`config.mk`:
```
export PLATFORM = sky130hd
export DESIGN_NAME = meduram_wr_arbiter_flat
export DESIGN_NICKNAME = d
export VERILOG_FILES = /design/src/rtl/meduram_wr_arbiter_pkg.sv /design/src/rtl/meduram_wr_arbiter_if.sv /design/src/rtl/meduram_rr_pick2.sv /design/src/rtl/meduram_wr_arbiter.sv /design/src/flat_wrapper.sv
export SDC_FILE = /design/constraint.sdc
export NUM_CORES = 1
export LEC_CHECK = 0
export ABC_AREA = 1
export BUFFER_PORTS_ARGS = -buffer_cell sky130_fd_sc_hd__buf_4
export CAP_MARGIN = 20
export CORE_MARGIN = 5
export CORE_UTILIZATION = 48
export CTS_BUF_LIST = sky130_fd_sc_hd__clkbuf_16
export DETAILED_ROUTE_END_ITERATION = 8
export HOLD_SLACK_MARGIN = 0.1
export PLACE_DENSITY = 0.84
export SLEW_MARGIN = 40
export SYNTH_ARGS = -nofsm -noshare
export SYNTH_HDL_FRONTEND = slang
export SYNTH_SLANG_ARGS = --single-unit
```
`constraint.sdc`:
```
create_clock -name aclk -period 2.9 [get_ports aclk]
set_clock_uncertainty 0.1 [all_clocks]
set_input_delay 0.29 -clock aclk [delete_from_list [all_inputs] [get_ports aclk]]
set_output_delay 0.29 -clock aclk [all_outputs]
set_load 0.05 [all_outputs]
```
`src/rtl/meduram_wr_arbiter_pkg.sv`:
```
// Shared constants, write-port bundle type and round-robin helper for the
// MEDURAM write arbiter.
package meduram_arb_pkg;

    localparam int DEF_ADDR_WIDTH = 8;
    localparam int DEF_DATA_WIDTH = 32;

    typedef struct packed {
        logic                      en;
        logic [DEF_ADDR_WIDTH-1:0] addr;
        logic [DEF_DATA_WIDTH-1:0] data;
    } wr_bundle_t;

    // Written as a compare rather than '%' so it stays correct for any n.
    function automatic int unsigned rr_next(input int unsigned idx, input int unsigned n);
        if (idx + 32'd1 >= n) begin
            return 32'd0;
        end else begin
            return idx + 32'd1;
        end
    endfunction

endpackage

```
`src/rtl/meduram_wr_arbiter_if.sv`:
```
// Requester handshake bus plus the two RAM write ports driven by the arbiter.
interface meduram_wr_arbiter_if
    import meduram_arb_pkg::*;
#(
    parameter int NB_REQ     = 4,
    parameter int ADDR_WIDTH = DEF_ADDR_WIDTH,
    parameter int DATA_WIDTH = DEF_DATA_WIDTH
);
    logic [NB_REQ-1:0]            req_valid;
    logic [NB_REQ*ADDR_WIDTH-1:0] req_addr;
    logic [NB_REQ*DATA_WIDTH-1:0] req_data;
    logic [NB_REQ-1:0]            req_ready;
    logic                         wren1;
    logic [ADDR_WIDTH-1:0]        wraddr1;
    logic [DATA_WIDTH-1:0]        wrdata1;
    logic                         wren2;
    logic [ADDR_WIDTH-1:0]        wraddr2;
    logic [DATA_WIDTH-1:0]        wrdata2;

    modport slave (
        input  req_valid, req_addr, req_data,
        output req_ready, wren1, wraddr1, wrdata1, wren2, wraddr2, wrdata2
    );

    modport master (
        output req_valid, req_addr, req_data,
        input  req_ready, wren1, wraddr1, wrdata1, wren2, wraddr2, wrdata2
    );
endinterface

```
`src/rtl/meduram_rr_pick2.sv`:
```
// Combinational picker: first two valid requesters scanning from i_ptr,
// the second required to target a different address than the first.
module meduram_rr_pick2 #(
    parameter int NB_REQ     = 4,
    parameter int ADDR_WIDTH = 8,
    parameter int PW         = 2
) (
    input  logic [PW-1:0]                i_ptr,
    input  logic [NB_REQ-1:0]            i_valid,
    input  logic [NB_REQ*ADDR_WIDTH-1:0] i_addr,
    output logic [PW-1:0]                o_a_idx,
    output logic                         o_a_found,
    output logic [PW-1:0]                o_b_idx,
    output logic                         o_b_found,
    output logic                         o_conflict
);
    logic [PW:0]           w_sum;
    logic [PW-1:0]         w_idx;
    logic [ADDR_WIDTH-1:0] w_a_addr;
    logic [ADDR_WIDTH-1:0] w_cur_addr;

    // Rotating scan; i_ptr < NB_REQ so a single conditional subtract wraps it.
    always_comb begin
        o_a_idx    = '0;
        o_a_found  = 1'b0;
        o_b_idx    = '0;
        o_b_found  = 1'b0;
        o_conflict = 1'b0;
        w_sum      = '0;
        w_idx      = '0;
        w_a_addr   = '0;
        w_cur_addr = '0;
        for (int k = 0; k < NB_REQ; k++) begin
            w_sum      = {1'b0, i_ptr} + (PW+1)'(k);
            w_idx      = (w_sum >= (PW+1)'(NB_REQ)) ? PW'(w_sum - (PW+1)'(NB_REQ)) : w_sum[PW-1:0];
            w_cur_addr = i_addr[w_idx*ADDR_WIDTH +: ADDR_WIDTH];
            if (i_valid[w_idx]) begin
                if (!o_a_found) begin
                    o_a_found = 1'b1;
                    o_a_idx   = w_idx;
                    w_a_addr  = w_cur_addr;
                end else if (w_cur_addr == w_a_addr) begin
                    o_conflict = 1'b1;
                end else if (!o_b_found) begin
                    o_b_found = 1'b1;
                    o_b_idx   = w_idx;
                end else begin
                    o_b_found = o_b_found;
                end
            end else begin
                o_conflict = o_conflict;
            end
        end
    end
endmodule

```
`src/rtl/meduram_wr_arbiter.sv`:
```
// Round-robin arbiter sharing the two RAM write ports among NB_REQ requesters.
// Optional MEDURAM_ARB_STATS_EN adds saturating stall/conflict counters.
module meduram_wr_arbiter
    import meduram_arb_pkg::*;
#(
    parameter int NB_REQ     = 4,
    parameter int ADDR_WIDTH = DEF_ADDR_WIDTH,
    parameter int DATA_WIDTH = DEF_DATA_WIDTH
) (
    input  logic                 aclk,
    input  logic                 aresetn,
    meduram_wr_arbiter_if.slave  bus
`ifdef MEDURAM_ARB_STATS_EN
    ,
    output logic [31:0]          stall_cnt,
    output logic [31:0]          conflict_cnt
`endif
);
    localparam int PW = $clog2(NB_REQ);

    typedef struct packed {
        logic                  en;
        logic [ADDR_WIDTH-1:0] addr;
        logic [DATA_WIDTH-1:0] data;
    } port_t;

    logic [PW-1:0]     r_ptr;
    port_t             r_p1;
    port_t             r_p2;
    logic [PW-1:0]     w_a_idx;
    logic [PW-1:0]     w_b_idx;
    logic              w_a_found;
    logic              w_b_found;
    logic              w_conflict;
    logic [NB_REQ-1:0] w_ready;

    meduram_rr_pick2 #(
        .NB_REQ     (NB_REQ),
        .ADDR_WIDTH (ADDR_WIDTH),
        .PW         (PW)
    ) u_pick (
        .i_ptr      (r_ptr),
        .i_valid    (bus.req_valid),
        .i_addr     (bus.req_addr),
        .o_a_idx    (w_a_idx),
        .o_a_found  (w_a_found),
        .o_b_idx    (w_b_idx),
        .o_b_found  (w_b_found),
        .o_conflict (w_conflict)
    );

    // Grant vector, forced low while reset is held.
    always_comb begin
        w_ready = '0;
        if (aresetn) begin
            if (w_a_found) begin
                w_ready[w_a_idx] = 1'b1;
            end else begin
                w_ready = w_ready;
            end
            if (w_b_found) begin
                w_ready[w_b_idx] = 1'b1;
            end else begin
                w_ready = w_ready;
            end
        end else begin
            w_ready = '0;
        end
    end

    assign bus.req_ready = w_ready;
    assign bus.wren1     = r_p1.en;
    assign bus.wraddr1   = r_p1.addr;
    assign bus.wrdata1   = r_p1.data;
    assign bus.wren2     = r_p2.en;
    assign bus.wraddr2   = r_p2.addr;
    assign bus.wrdata2   = r_p2.data;

    // Output ports and rotation pointer; idle ports keep their last addr/data.
    always_ff @(posedge aclk) begin
        if (!aresetn) begin
            r_ptr <= '0;
            r_p1  <= '0;
            r_p2  <= '0;
        end else begin
            r_p1.en <= w_a_found;
            r_p2.en <= w_b_found;
            if (w_a_found) begin
                r_p1.addr <= bus.req_addr[w_a_idx*ADDR_WIDTH +: ADDR_WIDTH];
                r_p1.data <= bus.req_data[w_a_idx*DATA_WIDTH +: DATA_WIDTH];
            end
            if (w_b_found) begin
                r_p2.addr <= bus.req_addr[w_b_idx*ADDR_WIDTH +: ADDR_WIDTH];
                r_p2.data <= bus.req_data[w_b_idx*DATA_WIDTH +: DATA_WIDTH];
            end
            if (w_b_found) begin
                r_ptr <= PW'(rr_next(32'(w_b_idx), 32'(NB_REQ)));
            end else if (w_a_found) begin
                r_ptr <= PW'(rr_next(32'(w_a_idx), 32'(NB_REQ)));
            end
        end
    end

`ifdef MEDURAM_ARB_STATS_EN
    logic [31:0] r_stall_cnt;
    logic [31:0] r_conflict_cnt;
    logic        w_stall;

    assign w_stall      = |(bus.req_valid & ~w_ready);
    assign stall_cnt    = r_stall_cnt;
    assign conflict_cnt = r_conflict_cnt;

    // Saturating statistics counters.
    always_ff @(posedge aclk) begin
        if (!aresetn) begin
            r_stall_cnt    <= 32'd0;
            r_conflict_cnt <= 32'd0;
        end else begin
            if (w_stall && (r_stall_cnt != 32'hFFFF_FFFF)) begin
                r_stall_cnt <= r_stall_cnt + 32'd1;
            end
            if (w_conflict && (r_conflict_cnt != 32'hFFFF_FFFF)) begin
                r_conflict_cnt <= r_conflict_cnt + 32'd1;
            end
        end
    end
`endif
endmodule
```
`src/flat_wrapper.sv`:
```
// flat-port wrapper written by rule: the top's interface ports become plain ports
module meduram_wr_arbiter_flat import meduram_arb_pkg::*;
#(
    parameter int NB_REQ     = 4,
    parameter int ADDR_WIDTH = DEF_ADDR_WIDTH,
    parameter int DATA_WIDTH = DEF_DATA_WIDTH
)
  (aclk, aresetn, bus_req_valid, bus_req_addr, bus_req_data, bus_req_ready, bus_wren1, bus_wraddr1, bus_wrdata1, bus_wren2, bus_wraddr2, bus_wrdata2);
  meduram_wr_arbiter_if #(.NB_REQ(NB_REQ), .ADDR_WIDTH(ADDR_WIDTH), .DATA_WIDTH(DATA_WIDTH)) bus_i ();
  input  logic aclk;
  input  logic aresetn;
  input wire logic [$bits(bus_i.req_valid)-1:0] bus_req_valid;
  input wire logic [$bits(bus_i.req_addr)-1:0] bus_req_addr;
  input wire logic [$bits(bus_i.req_data)-1:0] bus_req_data;
  output wire logic [$bits(bus_i.req_ready)-1:0] bus_req_ready;
  output wire logic [$bits(bus_i.wren1)-1:0] bus_wren1;
  output wire logic [$bits(bus_i.wraddr1)-1:0] bus_wraddr1;
  output wire logic [$bits(bus_i.wrdata1)-1:0] bus_wrdata1;
  output wire logic [$bits(bus_i.wren2)-1:0] bus_wren2;
  output wire logic [$bits(bus_i.wraddr2)-1:0] bus_wraddr2;
  output wire logic [$bits(bus_i.wrdata2)-1:0] bus_wrdata2;
  assign bus_i.req_valid = bus_req_valid;
  assign bus_i.req_addr = bus_req_addr;
  assign bus_i.req_data = bus_req_data;
  assign bus_req_ready = bus_i.req_ready;
  assign bus_wren1 = bus_i.wren1;
  assign bus_wraddr1 = bus_i.wraddr1;
  assign bus_wrdata1 = bus_i.wrdata1;
  assign bus_wren2 = bus_i.wren2;
  assign bus_wraddr2 = bus_i.wraddr2;
  assign bus_wrdata2 = bus_i.wrdata2;
  meduram_wr_arbiter #(.NB_REQ(NB_REQ), .ADDR_WIDTH(ADDR_WIDTH), .DATA_WIDTH(DATA_WIDTH)) u_core (.aclk(aclk), .aresetn(aresetn), .bus(bus_i));
endmodule
```
==> impl_metrics.toml <==
[worst_setup_path]
crit_type = "flip-flop to output port"
cp-start-kind = "flip-flop"
reg2reg_depth = 26
r2r_setup_slack_ns = -0.18
reg2reg_to = "u_core.bus.wrdata2[23]"
rr_startpoint = "u_core.r_ptr[0]"
cp.required_ns = 2.51
endpoint_kind = "output port"
cp_max_fo = 10
cp.arrival_ns = 3.07

[sta]
max_slew_margin_pct = 53.5
timing.final.max_slew_violations = 0
hold_violations = 0
worst_pin_slew_ns = 0.697
setup_ws_ns = -0.556
fmax_mhz = 289
period_needed_ns = 3.46
final.setup.tns_ns = -8.08
fin_crit_sh_pct = 119
rsz0062_at_grt = "yes"
finalSetupViolCount = 68

[drt]
drc = 0
vias_per_cell = 5.43
wl_per_cell_microns = 16.1
vias = 11000
drt-initial-drc-count = 804
drt-pass1-iter-count = 5
drt_wl_total_microns = 32700
drtAntennaViolNets = 0

[outcome]
status = "finished with violations"
violations = "setup timing"

[yosys]
syn_area_per_cell_sq_um = 5.42
synth_warnings = 0
syn_inst = 1511
synth_top_area_cell = "dfxtp_1"
ys_ff_latch = 84
synth_top_cells_by_area = "dfxtp_1 21%, nand3_1 18%, nand2_1 17%, inv_1 15%, o21ai_0 7.7%"
synth.distinct_cells = 29
ys_seq_area_share_pct = 20.5
synthesis.nets = 1686
syn_area_sq_um = 8200
synthDominantCellAreaShare_pct = 20.5

[clock_tree]
cts-root-buf = "clkbuf_16"
cts_buffer_depth = 2
path_clk_slew_ns = 0.07
clk_latency_ns = 0.35
numCtsBuffers = 9
cts_max_level = 3
clock-sinks = 84
cts_tree = "done"

[placement]
place.gp.congestion = 0.981
hpwl_microns = 22400
io_buffer_count = 251

[cells_and_area]
drive_gt1_share_pct = 29.9
mostFrequentLayoutCells = "329 x buf_4, 323 x nand2_1, 317 x inv_1"
fin_nets = 1978
final_common_cell = "buf_4"
area_delta_synth_final_pct = 49.2
n_antenna_cell = 0

[floorplanning]
die_x_microns = 141
ios = 252
fp.dieH_microns = 141
die-area_sq_um = 19800
core-area_sq_um = 16600
start_util_pct = 49.2
fp-row-count = 47

[hold_path]
worst_hold_path.endpoint = "u_core.bus.wrdata1[1]"
worst_hold_path_type = "input pin to flip-flop"
whs_path_depth = 5
hp-start = "bus_req_data[33]"

[run]
max_cap_viol_count = 0

[global_route]
antenna_found_initial = 0
grt_max_degree = 66
grt_pass1_vias = 10500
overflow = 0
grt_usage_pct = 31.4
grt_pass1_wl_microns = 51600
==> cells by family (layout without fill, tap and decap cells) <==
| group | Yosys count | in the layout | share of synthesized area, % |
|---|---|---|---|
| compound gates | 292 | 292 | 19.5 |
| flops | 84 | 84 | 20.5 |
| buf+inv | 435 | 731 | 21.6 |
| simple gates | 691 | 692 | 37.0 |
| fa+ha+maj | 9 | 9 | 1.37 |
==> worst max-delay path, stage by stage (launching register included) <==
cell	delay, ns
dfxtp_4	0.44
buf_6	0.15
nand2_2	0.06
nand2_4	0.10
buf_6	0.14
buf_4	0.12
nand2_1	0.05
nand2_1	0.06
nand3_1	0.08
nand2_1	0.07
inv_1	0.04
nand2_1	0.06
nor2_1	0.04
nand2_1	0.10
nand3_2	0.15
nand3_2	0.11
nand2_1	0.06
nand2_1	0.10
inv_2	0.07
nand2_4	0.08
inv_2	0.05
ha_1	0.20
a22o_4	0.22
buf_6	0.15
==> cell usage after synthesis <==
cell type  count
o21bai_1       1
o221ai_1       1
dfxtp_1       84
nor2_8         1
o21ai_2        1
o21ai_0      126
nand4_1        2
buf_4         11
ha_1           9
nand2_1      368
clkbuf_1      32
a21oi_1       81
o211ai_1      42
o22ai_2        1
or2_2          3
buf_1          5
nand2_4        1
nand3_1      294
inv_2          7
o21a_1         1
o21ai_1       34
inv_1        323
buf_6          4
a22o_1         4
nand2_2        1
and2_1         4
nand3b_1       5
nor2_1        12
buf_2         53
==> what timing repair did <==
action,CTS,global route
pin swaps,40,16
hold buffers,0,0
gates cloned,8,3
setup buffers,18,5
endpoints found under the setup margin,86,86
gates resized for setup,135,80
==> area by class of cell <==
type                       count  area [sq um]
sequential                    84          1690
tap                          220           275
inverter                     330          1250
clock inverter                 7          50.0
fill                        1412          4420
multi-input combinational    993          5270
clock buffer                   9           225
timing repair buffer         385          3470
==> how the worst max path moves through the flow <==
stage	end	start	slack [ns]	cells after the start
after global placement	bus_req_ready[1]	u_core.r_ptr[0]	-0.22	20
after CTS	bus_req_ready[1]	u_core.r_ptr[0]	-0.44	22
after global routing	bus_req_ready[3]	u_core.r_ptr[0]	-0.67	21
final	bus_req_ready[3]	u_core.r_ptr[0]	-0.56	23
after detailed placement	bus_req_ready[1]	u_core.r_ptr[0]	-0.26	21
after floorplan	bus_req_ready[0]	u_core.r_ptr[0]	-0.007	21
==> per-layer routing <==
layer,track usage [%],up-vias,routed length [microns]
li1,-,5383,-
met1,37.1,4920,12500
met2,53.2,596,15400
met3,7.62,107,3450
met4,15.4,0,1400
met5,0,-,0
==> sequential cells by signal, summed over array words and instances, names as in the netlist <==
register,cells
u_core.r_ptr,2
u_core.bus.wrdata1,32
u_core.bus.wraddr1,8
u_core.bus.wraddr2,8
u_core.bus.wrdata2,32
u_core.bus.wren1,1
u_core.bus.wren2,1
==> metrics by stage <==
step	area, sq um	instances	hold slack [ns]	utilization (%)	setup WS [ns]
6_report	12200	2028	0.214	73.5	-0.556
5_1_grt	12200	2028	0.242	73.5	-0.673
4_1_cts	11900	2020	0.210	71.5	-0.444
3_5_place_dp	10900	1978	0.379	65.2	-0.256
3_3_place_gp	10900	1978	0.380	65.2	-0.224
2_1_floorplan	8280	1511	0.458	-	-0.00654
Power is left out: the tool's default activity adds up to more than one toggle a clock period on the data nets, which glitch-free logic cannot reach.
